### config.mk
export PLATFORM = sky130hd
export DESIGN_NAME = dlx_ifetch
export DESIGN_NICKNAME = d
export VERILOG_FILES = /design/src/rtl/dlx_pkg.sv /design/src/rtl/dlx_next_pc.sv /design/src/rtl/dlx_ifetch.sv
export SDC_FILE = /design/constraint.sdc
export NUM_CORES = 1
export LEC_CHECK = 0
export ABC_CLOCK_PERIOD_IN_PS = 4500
export CAP_MARGIN = 15
export CELL_PAD_IN_SITES_DETAIL_PLACEMENT = 1
export CELL_PAD_IN_SITES_GLOBAL_PLACEMENT = 1
export CORE_ASPECT_RATIO = 1.1
export CORE_UTILIZATION = 34
export CTS_BUF_LIST = sky130_fd_sc_hd__clkbuf_8
export DETAILED_ROUTE_END_ITERATION = 10
export GPL_TIMING_DRIVEN = 0
export PLACE_DENSITY = 0.81
export SYNTH_ARGS = -nofsm -noshare
export SYNTH_HDL_FRONTEND = slang
export SYNTH_SLANG_ARGS = --single-unit
### constraint.sdc
create_clock -name clk -period 4.5 [get_ports clk]
set_input_delay 1.35 -clock clk [delete_from_list [all_inputs] [get_ports clk]]
set_output_delay 1.35 -clock clk [all_outputs]
set_load 0.02 [all_outputs]
### src/rtl/dlx_pkg.sv
// dlx_pkg: shared definitions for the DLX instruction-fetch slice.
//   - WORD_W          : datapath / address width
//   - OP_*            : primary opcode values (instr[31:26]) of the control-flow instructions
//   - fetch_state_t   : fetch-stage FSM state encoding
// Optional feature macro: DLX_IFETCH_ALIGN_CHECK_EN adds the ERR state.
package dlx_pkg;

  localparam int WORD_W = 32;

  localparam logic [5:0] OP_J    = 6'd2;
  localparam logic [5:0] OP_JAL  = 6'd3;
  localparam logic [5:0] OP_BEQZ = 6'd4;
  localparam logic [5:0] OP_BNEZ = 6'd5;
  localparam logic [5:0] OP_JR   = 6'd18;
  localparam logic [5:0] OP_JALR = 6'd19;

  typedef enum logic [1:0] {
    ST_FETCH = 2'd0,
    ST_HOLD  = 2'd1
`ifdef DLX_IFETCH_ALIGN_CHECK_EN
    ,
    ST_ERR   = 2'd2
`endif
  } fetch_state_t;

endpackage

### src/rtl/dlx_next_pc.sv
// dlx_next_pc: combinational next-PC selection for the fetch stage.
// Ports:
//   pc_plus4   in  32  sequential successor of the held instruction
//   instr_imm  in  27  instr[26:0] of the held instruction (bit 26 picks beqz/bnez)
//   branch     in  1   conditional-branch strobe
//   jump       in  1   pc-relative jump strobe (j/jal)
//   jar        in  1   register jump strobe (jr/jalr)
//   zero       in  1   ALU result == 0
//   rs1_val    in  32  register target for jr/jalr
//   next_pc    out 32  selected next PC (may be misaligned when rs1_val is)
module dlx_next_pc
  import dlx_pkg::*;
(
  input  logic [WORD_W-1:0] pc_plus4,
  input  logic [26:0]       instr_imm,
  input  logic              branch,
  input  logic              jump,
  input  logic              jar,
  input  logic              zero,
  input  logic [WORD_W-1:0] rs1_val,
  output logic [WORD_W-1:0] next_pc
);

  logic [WORD_W-1:0] jump_off;
  logic [WORD_W-1:0] branch_off;
  logic              taken;

  assign jump_off   = {{6{instr_imm[25]}}, instr_imm[25:0]};
  assign branch_off = {{16{instr_imm[15]}}, instr_imm[15:0]};

  // beqz (opcode 4) has instr[26]=0 and takes on zero; bnez (opcode 5)
  // has instr[26]=1 and takes on nonzero, so one XOR covers both.
  assign taken = branch & (zero ^ instr_imm[26]);

  // NOTE: next_pc is assigned a default first so no path through this
  // block can leave it unassigned and infer a latch.
  always_comb begin
    next_pc = pc_plus4;
    if (jar) begin
      next_pc = rs1_val;
    end else if (jump) begin
      next_pc = pc_plus4 + jump_off;
    end else if (taken) begin
      next_pc = pc_plus4 + branch_off;
    end
  end

endmodule

### src/rtl/dlx_ifetch.sv
// dlx_ifetch: DLX instruction-fetch stage. Holds the PC, fetches one word
// per step over a req/ready handshake, presents it to the decoder and
// computes the next PC when the datapath retires the instruction.
// Parameter:
//   RESET_PC     first fetch address after reset (word-aligned)
// Ports:
//   clk, reset   single clock, synchronous active-high reset
//   imem_req     out  fetch request, held until imem_ready
//   imem_addr    out  fetch address (= pc)
//   imem_ready   in   imem_rdata valid this cycle
//   imem_rdata   in   fetched word
//   instr        out  instruction presented to the decoder
//   instr_valid  out  instr / pc / pc_plus4 valid
//   pc           out  address of instr
//   pc_plus4     out  pc + 4 (link value)
//   retire       in   datapath done with instr; redirect inputs sampled
//   branch, jump, jar, zero, rs1_val  in  redirect inputs
//   misalign_err out  sticky misaligned-target flag
// Optional feature macro: DLX_IFETCH_ALIGN_CHECK_EN. When defined a
// misaligned next PC parks the stage in ERR until reset; otherwise the
// low two bits of the next PC are cleared and misalign_err is tied low.
module dlx_ifetch
  import dlx_pkg::*;
#(
  parameter logic [WORD_W-1:0] RESET_PC = 32'h0000_0000
) (
  input  logic              clk,
  input  logic              reset,
  output logic              imem_req,
  output logic [WORD_W-1:0] imem_addr,
  input  logic              imem_ready,
  input  logic [WORD_W-1:0] imem_rdata,
  output logic [WORD_W-1:0] instr,
  output logic              instr_valid,
  output logic [WORD_W-1:0] pc,
  output logic [WORD_W-1:0] pc_plus4,
  input  logic              retire,
  input  logic              branch,
  input  logic              jump,
  input  logic              jar,
  input  logic              zero,
  input  logic [WORD_W-1:0] rs1_val,
  output logic              misalign_err
);

  fetch_state_t      state;
  logic [WORD_W-1:0] next_raw;

  assign imem_addr = pc;
  assign pc_plus4  = pc + 32'd4;

  dlx_next_pc u_next_pc (
    .pc_plus4  (pc_plus4),
    .instr_imm (instr[26:0]),
    .branch    (branch),
    .jump      (jump),
    .jar       (jar),
    .zero      (zero),
    .rs1_val   (rs1_val),
    .next_pc   (next_raw)
  );

`ifndef DLX_IFETCH_ALIGN_CHECK_EN
  logic [WORD_W-1:0] next_aligned;
  assign next_aligned = next_raw & ~32'd3;
  assign misalign_err = 1'b0;
`endif

  // NOTE: all state here updates with non-blocking assignments so every
  // register samples the pre-edge values of the others.
  always_ff @(posedge clk) begin
    if (reset) begin
      state       <= ST_FETCH;
      pc          <= RESET_PC;
      instr       <= '0;
      instr_valid <= 1'b0;
      imem_req    <= 1'b0;
`ifdef DLX_IFETCH_ALIGN_CHECK_EN
      misalign_err <= 1'b0;
`endif
    end else begin
      case (state)
        ST_FETCH: begin
          // imem_req is low only in the first cycle out of reset; any
          // imem_ready seen then belongs to an abandoned request.
          if (!imem_req) begin
            imem_req <= 1'b1;
          end else if (imem_ready) begin
            instr       <= imem_rdata;
            instr_valid <= 1'b1;
            imem_req    <= 1'b0;
            state       <= ST_HOLD;
          end
        end

        ST_HOLD: begin
          if (retire) begin
            instr_valid <= 1'b0;
`ifdef DLX_IFETCH_ALIGN_CHECK_EN
            pc <= next_raw;
            if (next_raw[1:0] != 2'b00) begin
              misalign_err <= 1'b1;
              state        <= ST_ERR;
            end else begin
              imem_req <= 1'b1;
              state    <= ST_FETCH;
            end
`else
            pc       <= next_aligned;
            imem_req <= 1'b1;
            state    <= ST_FETCH;
`endif
          end
        end

`ifdef DLX_IFETCH_ALIGN_CHECK_EN
        ST_ERR: begin
          // Parked until reset: no requests, PC keeps the faulting target.
          imem_req    <= 1'b0;
          instr_valid <= 1'b0;
        end
`endif

        default: begin
          state    <= ST_FETCH;
          imem_req <= 1'b0;
        end
      endcase
    end
  end

endmodule

==> results.sh <==
export IMPL_status="finished clean"
export IMPL_finalClockSkew_ns=0.0126
export IMPL_dominantRegCellSynth="sky130_fd_sc_hd__dfxtp_1"
export IMPL_r2r_setup_slack_ns=0.14
export IMPL_drc=0
export IMPL_synth_cell_type_count=59
export IMPL_fmax_mhz=228
export IMPL_drt_wirelength_per_cell_um=20.0
export IMPL_critical_path_max_stage_delay_ns=0.70
export IMPL_cts_reportedPaths_clkPinSlew_ns=0.07
export IMPL_initial_utilization=0.346
export IMPL_worst_r2r_path_depth=14
export IMPL_required_arrival_time_at_the_worst_endpoint_ns=3.15
export IMPL_drt_initial_drc_count=428
export IMPL_design_final_nets=1171
export IMPL_synth_top_cell_by_area="sky130_fd_sc_hd__dfxtp_1"
export IMPL_worstSetupStartpointType="register"
export IMPL_leakagePower_uw=0.00368
export IMPL_detail_route_vias_per_cell=5.65
export IMPL_arrival_ns=3.03
export IMPL_finalWeightedCongestion=0.911
export IMPL_worst_vdd_drop_mv=0.178
export IMPL_synth_yosys_seq_area_share=0.210
export IMPL_max_clock_path_buffers=2
export IMPL_post_route_period_util=0.973
export IMPL_dieHeight_um=143
export IMPL_syn_area_sq_um=6110
export IMPL_critical_path_depth=6
export IMPL_via_count=7297
export IMPL_detail_route_wirelength_um=25800
export IMPL_worst_slew_pin_transition_ns=0.967
export IMPL_launching_point_of_the_worst_reg2reg_path="imem_addr[10]$_SDFFE_PP0P_"
export IMPL_min_delay_path_class="reg -> reg"
export IMPL_hold_path_startpoint="instr[31]$_SDFFE_PP0P_"
export IMPL_numClockSinks=64
export IMPL_hold_violations=0
export IMPL_netlist_top_cells_area="sky130_fd_sc_hd__dfxtp_1, sky130_fd_sc_hd__ha_1, sky130_fd_sc_hd__nand2_1, sky130_fd_sc_hd__a21oi_1, sky130_fd_sc_hd__xnor2_1"
export IMPL_synthDominantCellAreaShare=0.210
export IMPL_place_area_sq_um=8360
export IMPL_later_pin_clock_latency_in_the_skew_report_ns=0.37
export IMPL_cap_violations=0
export IMPL_setup_viol=0
export IMPL_drtAntennaViolNets=0
export IMPL_totalPowerFinal_uw=1710
export IMPL_drive_gt1_frac=0.0893
export IMPL_fp_dieArea_sq_um=18500
export IMPL_finish_instance_area_sq_um=8780
export IMPL_buffers_plus_inverters_on_the_worst_setup_path=1
export IMPL_post_route_hold_slack_ns=0.457
export IMPL_hold_end="instr[31]$_SDFFE_PP0P_"
export IMPL_timing_critical_path_cells="and4_1 -> and4_1 -> and4_1 -> and3_1 -> xor2_2 -> clkdlybuf4s50_1"
export IMPL_finalWorstSetupSlack_ns=0.121
export IMPL_total_number_of_placement_rows=51
export IMPL_hpwl_um=20600
export IMPL_fp_dieW_um=130
export IMPL_maxSlewViolCount=0
export IMPL_yosys_cell_count_top_type="sky130_fd_sc_hd__nand2_1"
export IMPL_boundaryPins=203
export IMPL_worstSetupEndpointType="output port"
export IMPL_postSynth_asyncResetShare=0
export IMPL_syn_instance_count=838
export IMPL_multiInputGateArea_sq_um=4560
export IMPL_postSynthRegisterBits=64
export IMPL_powerDensity_nw_per_um2=195
export IMPL_global_route_usage_total=0.274
export IMPL_antenna_cells=0
export IMPL_grt_pass1_vias=7173
export IMPL_critical_path_slowest_cell="sky130_fd_sc_hd__clkdlybuf4s50_1"
export IMPL_path_class="reg -> out"
export IMPL_htree_levels=3
export IMPL_cp_common_cell="sky130_fd_sc_hd__and4_1"
export IMPL_placement_setup_slack_ns=-0.258
export IMPL_post_synth_most_frequent_cells="sky130_fd_sc_hd__nand2_1, sky130_fd_sc_hd__a21oi_1, sky130_fd_sc_hd__dfxtp_1, sky130_fd_sc_hd__nor2_1, sky130_fd_sc_hd__ha_1"
export IMPL_yosys_warnings=0
export IMPL_fillers=2206
export IMPL_final_seq_area_sq_um=1290
export IMPL_flow_area_growth_from_synthesis_pct=43.7
export IMPL_core_area_sq_um=17700
export IMPL_timing_setup_tns_ns=0
export IMPL_cts_tree="done"
export IMPL_post_route_min_period_ns=4.38
export IMPL_grt_start_max_net_pins=25
export IMPL_critical_path_peak_fanout=6
export IMPL_synth_enable_flop_cells=0
export IMPL_hold_depth=2
export IMPL_detailedRoute_firstPassIterationCount=5
export IMPL_avgSynthCellArea_sq_um=7.30
export IMPL_cp_top_family="simple AND/OR/NAND/NOR gates"
export IMPL_grt_ovfl_total=0
export IMPL_wire_length_of_the_first_global_routing_pass_um=38700
export IMPL_hold_buffers=0
export IMPL_number_of_buffers_created_by_cts=9
export IMPL_clk_root_buffer_cell="sky130_fd_sc_hd__clkbuf_8"
export IMPL_antenna_violations_before_repair=0
export IMPL_regToRegEndpoint="imem_addr[30]$_SDFFE_PP0P_"
export IMPL_relSlewSlack=0.355
export IMPL_io_buffers=192
tightest hold or removal path: stages, from the launching register on:
cell and delay (ns):
sky130_fd_sc_hd__dfxtp_1 0.31, sky130_fd_sc_hd__nand2_1 0.05, sky130_fd_sc_hd__a21oi_1 0.05
timing repair:
action | in CTS | in global routing
setup buffers | 0 | 2
resized for setup | 11 | 22
pin swaps | 0 | 1
setup endpoints to repair | 15 | 17
how the worst max path moves through the flow:
stage / startpoint / to / slack [ns]
2_1_floorplan: imem_addr[4]$_SDFFE_PP0P_ / imem_addr[30]$_SDFFE_PP0P_ / 0.32
3_3_place_gp: imem_addr[2]$_SDFFE_PP0P_ / imem_addr[31]$_SDFFE_PP0P_ / -0.13
3_5_place_dp: imem_addr[2]$_SDFFE_PP0P_ / imem_addr[31]$_SDFFE_PP0P_ / -0.26
4_1_cts: imem_addr[7]$_SDFFE_PP0P_ / pc_plus4[27] / 0.009
5_1_grt: imem_addr[8]$_SDFFE_PP0P_ / pc_plus4[29] / -0.02
6_report: imem_addr[14]$_SDFFE_PP0P_ / pc_plus4[23] / 0.12
stage by stage:
stage,utilization,cells
global placement,0.473,1274
finish,0.497,1291
detailed placement,0.473,1274
global route,0.497,1291
CTS,0.490,1289
floorplan,-,844
layout by cell type (no fill, tap or decap), types with 11 or more instances in the layout:
master,count
sky130_fd_sc_hd__clkbuf_1,38
sky130_fd_sc_hd__and3_1,14
sky130_fd_sc_hd__clkdlybuf4s50_1,192
sky130_fd_sc_hd__a21oi_1,95
sky130_fd_sc_hd__a21o_1,23
sky130_fd_sc_hd__nand2_1,133
sky130_fd_sc_hd__xor2_1,18
sky130_fd_sc_hd__o211ai_1,15
sky130_fd_sc_hd__xnor2_1,28
sky130_fd_sc_hd__nand3_1,25
sky130_fd_sc_hd__o21ai_0,38
sky130_fd_sc_hd__dfxtp_1,59
sky130_fd_sc_hd__a211oi_1,19
sky130_fd_sc_hd__a221oi_1,11
sky130_fd_sc_hd__ha_1,49
sky130_fd_sc_hd__nor2_1,60
sky130_fd_sc_hd__buf_4,39
sky130_fd_sc_hd__inv_1,14
layer usage:
layer / global-route usage / vias to the layer above / wire length (um)
met5: 0 / - / 0
met4: 0.142 / 0 / 1120
met3: 0.0491 / 63 / 1670
met2: 0.471 / 310 / 12600
met1: 0.324 / 3490 / 10400
li1: - / 3434 / -
where the power goes:
group / total [uW] / switching (uW) / internal, uW
Sequential: 622 / 34.2 / 588
Combinational: 467 / 262 / 205
Clock: 622 / 245 / 376
flip-flops by register name, indices dropped and copies added (netlist names):
register	count
instr	32
imem_addr	30
imem_req	1
instr_valid	1
area by class of cell:
class                      instances  area share
multi-input combinational        693       0.519
timing repair buffer             194       0.221
sequential                        64       0.147
buffer                            75      0.0479
tap                              238      0.0339
clock buffer                      10      0.0157
clock inverter                     5      0.0111
inverter                          12     0.00513
cell families after synthesis:
kind of cell,after synthesis,synth area share
mux,4,0.00655
fa+ha+maj,50,0.104
simple gates,288,0.214
xor+xnor,64,0.0917
flops,64,0.210
buf+inv,87,0.0761
compound gates,280,0.298
other cells,1,0.000613
(Power assumes the default switching activity.)
